## src/rtl/fetch_unit.sv

```systemverilog
// Instruction fetch stage: owns the PC, issues one aligned read at a time to
// instruction memory and presents each returned word with its PC to decode.
module fetch_unit #(
  parameter logic [31:0] RESET_PC = 32'h0000_0000,
  parameter logic [31:0] NOP_INST = 32'h0000_0013
) (
  input  logic        clk,
  input  logic        rst,
  output logic        imem_req_valid,
  input  logic        imem_req_ready,
  output logic [31:0] imem_req_addr,
  input  logic        imem_rsp_valid,
  input  logic [31:0] imem_rsp_data,
  input  logic        redirect_valid,
  input  logic [31:0] redirect_pc,
  output logic        next_valid,
  output logic [31:0] next_inst,
  output logic [31:0] next_pc,
  input  logic        decode_ready
);

  typedef enum logic {S_REQ, S_WAIT} state_e;

  state_e      state_q, state_d;
  logic [31:0] fetch_pc_q, fetch_pc_d;
  logic [31:0] req_pc_q, req_pc_d;
  logic        drop_q, drop_d;
  logic        next_valid_q, next_valid_d;
  logic [31:0] next_inst_q, next_inst_d;
  logic [31:0] next_pc_q, next_pc_d;

  logic slot_free;
  logic req_fire;
  logic unused_redirect_lsbs;

  assign unused_redirect_lsbs = ^redirect_pc[1:0];

  assign slot_free      = !next_valid_q || decode_ready;
  assign imem_req_valid = !rst && (state_q == S_REQ) && slot_free && !redirect_valid;
  assign imem_req_addr  = fetch_pc_q;
  assign req_fire       = imem_req_valid && imem_req_ready;

  assign next_valid = next_valid_q;
  assign next_inst  = next_inst_q;
  assign next_pc    = next_pc_q;

  always_comb begin
    state_d      = state_q;
    fetch_pc_d   = fetch_pc_q;
    req_pc_d     = req_pc_q;
    drop_d       = drop_q;
    next_valid_d = next_valid_q;
    next_inst_d  = next_inst_q;
    next_pc_d    = next_pc_q;

    if (redirect_valid) begin
      fetch_pc_d   = {redirect_pc[31:2], 2'b00};
      next_valid_d = 1'b0;
      next_inst_d  = NOP_INST;
      // A response landing with the redirect is simply discarded; otherwise
      // the still-outstanding response must be dropped when it returns.
      if (state_q == S_WAIT) begin
        if (imem_rsp_valid) begin
          drop_d  = 1'b0;
          state_d = S_REQ;
        end else begin
          drop_d = 1'b1;
        end
      end
    end else begin
      if (next_valid_q && decode_ready) begin
        next_valid_d = 1'b0;
        next_inst_d  = NOP_INST;
      end
      unique case (state_q)
        S_REQ: begin
          if (req_fire) begin
            req_pc_d   = fetch_pc_q;
            fetch_pc_d = fetch_pc_q + 32'd4;
            state_d    = S_WAIT;
          end
        end
        S_WAIT: begin
          if (imem_rsp_valid) begin
            state_d = S_REQ;
            if (drop_q) begin
              drop_d = 1'b0;
            end else begin
              next_valid_d = 1'b1;
              next_inst_d  = imem_rsp_data;
              next_pc_d    = req_pc_q;
            end
          end
        end
        default: state_d = S_REQ;
      endcase
    end
  end

  always_ff @(posedge clk) begin
    if (rst) begin
      state_q      <= S_REQ;
      fetch_pc_q   <= RESET_PC;
      req_pc_q     <= '0;
      drop_q       <= 1'b0;
      next_valid_q <= 1'b0;
      next_inst_q  <= NOP_INST;
      next_pc_q    <= '0;
    end else begin
      state_q      <= state_d;
      fetch_pc_q   <= fetch_pc_d;
      req_pc_q     <= req_pc_d;
      drop_q       <= drop_d;
      next_valid_q <= next_valid_d;
      next_inst_q  <= next_inst_d;
      next_pc_q    <= next_pc_d;
    end
  end

endmodule

```

## config.mk

```make
export PLATFORM = sky130hd
export DESIGN_NAME = fetch_unit
export DESIGN_NICKNAME = d
export VERILOG_FILES = /design/src/rtl/fetch_unit.sv
export SDC_FILE = /design/constraint.sdc
export NUM_CORES = 1
export LEC_CHECK = 0
export CORE_MARGIN = 2
export CORE_UTILIZATION = 46
export DETAILED_ROUTE_END_ITERATION = 16
export PLACE_DENSITY = 0.86
export SKIP_LAST_GASP = 1
export SLEW_MARGIN = 25
export SYNTH_ARGS = -nofsm -noshare
export SYNTH_HDL_FRONTEND = slang
export SYNTH_SLANG_ARGS = --single-unit
```

## constraint.sdc

```tcl
create_clock -name clk -period 1.9 [get_ports clk]
set_input_delay 0.38 -clock clk [delete_from_list [all_inputs] [get_ports clk]]
set_output_delay 0.38 -clock clk [all_outputs]
set_load 0.03 [all_outputs]
```

==> flow_metrics.tcl <==
set metrics [dict create \
    layout-drive-gt1-share 0.123 \
    drt_wl_total_um 15400 \
    cp.arrival_ps 2220 \
    cts_tree "yes" \
    synth_xor_area_frac 0.0283 \
    diodes 0 \
    min_period_over_period 0.992 \
    clk_path_buf_depth 2 \
    die_h_um 111 \
    drtAntennaViolNets 0 \
    clk_pin_slew_ps 60 \
    io_buffers 161 \
    top_layer "met4" \
    setup_viol 0 \
    wl_met2_um 7630 \
    outcome "complete, no violations" \
    grt_max_degree 94 \
    slew_headroom 0.394 \
    ios 168 \
    clkSinkCount 125 \
    start_util 0.467 \
    met1_length_um 6060 \
    worstPathMaxFanout 3 \
    antenna_found_initial 0 \
    max-vdd-ir-drop_mv 0.594 \
    synth_top_family_by_area "simple AND/OR/NAND/NOR gates" \
    h-tree-depth 4 \
    path_class "in2reg" \
    synth.top_cell.area_share 0.476 \
    report.final.slew_viol_count 0 \
    fill_cells 851 \
    grt_pass1_vias 5217 \
    drv_cap 0 \
    clock_skew_ps 5.46 \
    synth-adder-area-share 0.00238 \
    synth_most_common_cell "nand2_1" \
    grt_setup_unrepaired "yes" \
    finalSetupTns_ps 0 \
    worstMarginPinSlew_ps 909 \
    cellPowerDensity_nw_per_um2 836 \
    coreArea_sq_um 11300 \
    reg2reg_depth 5 \
    yosysTopAreaCell "dfxtp_1" \
    avgSynthCellArea_sq_um 8.01 \
    yosys_warnings 0 \
    synthFlopType "dfxtp_1" \
    place_hpwl_um 10900 \
    r2r_slack_ps 60 \
    synth_commonest_cells "164 x nand2_1, 125 x dfxtp_1, 116 x a21oi_1" \
    drt_iter0_markers 475 \
    gp_congestion 0.877 \
    clk_latency_ps 410 \
    synth_cells 657 \
    synth-simple-area-share 0.264 \
    post-cts-setup-buffers 0 \
    num_rows 39 \
    regToRegEndpoint "imem_req_addr[17]$_SDFFE_PP0P_" \
    drt_pass1_iterations 6 \
    grt-ovfl-total 0 \
    rr_startpoint "imem_req_addr[7]$_SDFFE_PP0P_" \
    area_growth_pct 48.0 \
    endpoint "imem_req_addr[17]$_SDFFE_PP0P_" \
    final_cells 990 \
    synthMuxAreaShare 0.0176 \
    wl_met3_um 1360 \
    wire_per_inst_um 15.6 \
    worstSetupStartpoint "decode_ready" \
    cp-end-kind "register" \
    start_kind "input pin" \
    max_freq_ghz 0.530 \
    cts_buffers 17 \
    synth_edf_count 0 \
    hold_buffers 0 \
    synthTopCellsByArea "dfxtp_1 48%, nand2_1 12%, a21oi_1 11%" \
    die-area_sq_um 12300 \
    ys_seq_area_frac 0.476 \
    vias_per_cell 5.47 \
    vias 5414 \
    netlist_area_sq_um 5260 \
    clock_tree.root_cell "clkbuf_16" \
    whs_ps 357 \
    synthArstFlopShare 0 \
    ys_types 52 \
    synth_compound_area_frac 0.154 \
    grt_first_pass_wirelength_um 25100 \
    die_w_um 111 \
    place_inst 959 \
    hold_class "in2reg" \
    finalNetCount 906 \
    final-hold-violation-count 0 \
    layout_min_cycle_time_ps 1890 \
    yosys_register_bits 125 \
    grt_usage 0.250 \
    total_power_uw 6500 \
    p_leak_uw 0.00287 \
    cp.required_ps 2240 \
    drc 0 \
]
==> worst min path at each step <==
stage / from / end / depth (start not counted)
finish: rst / next_inst[1]$_SDFF_PP1_ / 4
global route: rst / next_inst[4]$_SDFF_PP1_ / 4
CTS: rst / next_inst[1]$_SDFF_PP1_ / 4
detailed placement: req_pc_q[12]$_SDFFE_PP0P_ / next_pc[12]$_SDFFE_PP0P_ / 2
global placement: req_pc_q[9]$_SDFFE_PP0P_ / next_pc[9]$_SDFFE_PP0P_ / 2
floorplan: req_pc_q[10]$_SDFFE_PP0P_ / next_pc[10]$_SDFFE_PP0P_ / 2
==> flip-flops by register name, indices dropped and copies added (netlist names) <==
name and count:
next_valid 1, state_q 1, imem_req_addr 30, req_pc_q 30
next_inst 32, drop_q 1, next_pc 30
==> layout make-up <==
cell class	instances	area (sq um)	area share
Multi-Input combinational cell	467	2490	0.320
Sequential cell	125	2500	0.322
Clock inverter	12	114	0.0146
Timing Repair Buffer	209	1980	0.255
Inverter	15	56.3	0.00723
Tap cell	143	179	0.0230
Clock buffer	19	453	0.0582
==> where the power goes <==
part	total [uW]	internal [uW]	switching [uW]	leakage, uW
combinational	675	315	360	0.00159
clock	3080	1870	1210	0.000268
sequential	2750	2680	66.0	0.00102
==> worst max-delay path, stage by stage <==
cell and delay, ps:
clkdlybuf4s50_1 490, nand2b_4 130, nand4_1 210, buf_4 220, nor4_2 280, mux2_1 360, a21oi_1 150
==> cells by family after synthesis <==
family                   count (synthesis)
AND/OR/NAND/NOR                        287
AO/OA/AOI/OAI                          149
flip-flops                             125
buffers and inverters                   68
XOR/XNOR                                17
multiplexers                             9
adder cells (fa/ha/maj)                  1
other                                    1
==> cell usage in the layout, fill, tap and decap left out, types with 5 or more instances in the layout <==
| cell | n |
|---|---|
| clkdlybuf4s50_1 | 132 |
| nand4_1 | 15 |
| buf_4 | 45 |
| dlygate4sd2_1 | 24 |
| clkbuf_16 | 17 |
| nor2_1 | 14 |
| inv_1 | 15 |
| dfxtp_1 | 123 |
| nor3_1 | 7 |
| xnor2_1 | 10 |
| mux2i_1 | 7 |
| nor4_2 | 6 |
| nand3_1 | 39 |
| nand2_1 | 164 |
| a21oi_1 | 116 |
| o21ai_0 | 7 |
| o21a_1 | 9 |
| xor2_1 | 7 |
| and3_1 | 5 |
==> through the flow <==
| step | cell area [sq um] | utilization | setup WS, ps |
|---|---|---|---|
| 2_1_floorplan | 5270 | - | 6.55 |
| 3_3_place_gp | 7220 | 0.641 | -359 |
| 3_5_place_dp | 7220 | 0.641 | -382 |
| 4_1_cts | 7760 | 0.688 | 5.03 |
| 5_1_grt | 7780 | 0.691 | -7.82 |
| 6_report | 7780 | 0.691 | 14.5 |
==> what timing repair did <==
| item | in CTS | in global routing |
|---|---|---|
| endpoints found under the setup margin | 24 | 7 |
| pin swaps | 0 | 0 |
| resized for setup | 24 | 5 |
==> routing by layer <==
metal,global-route usage,vias up
met5,0,-
met4,0.108,0
met3,0.0716,34
met2,0.423,250
met1,0.295,2548
li1,-,2582
Note: power is estimated with default switching activity, not from simulation.
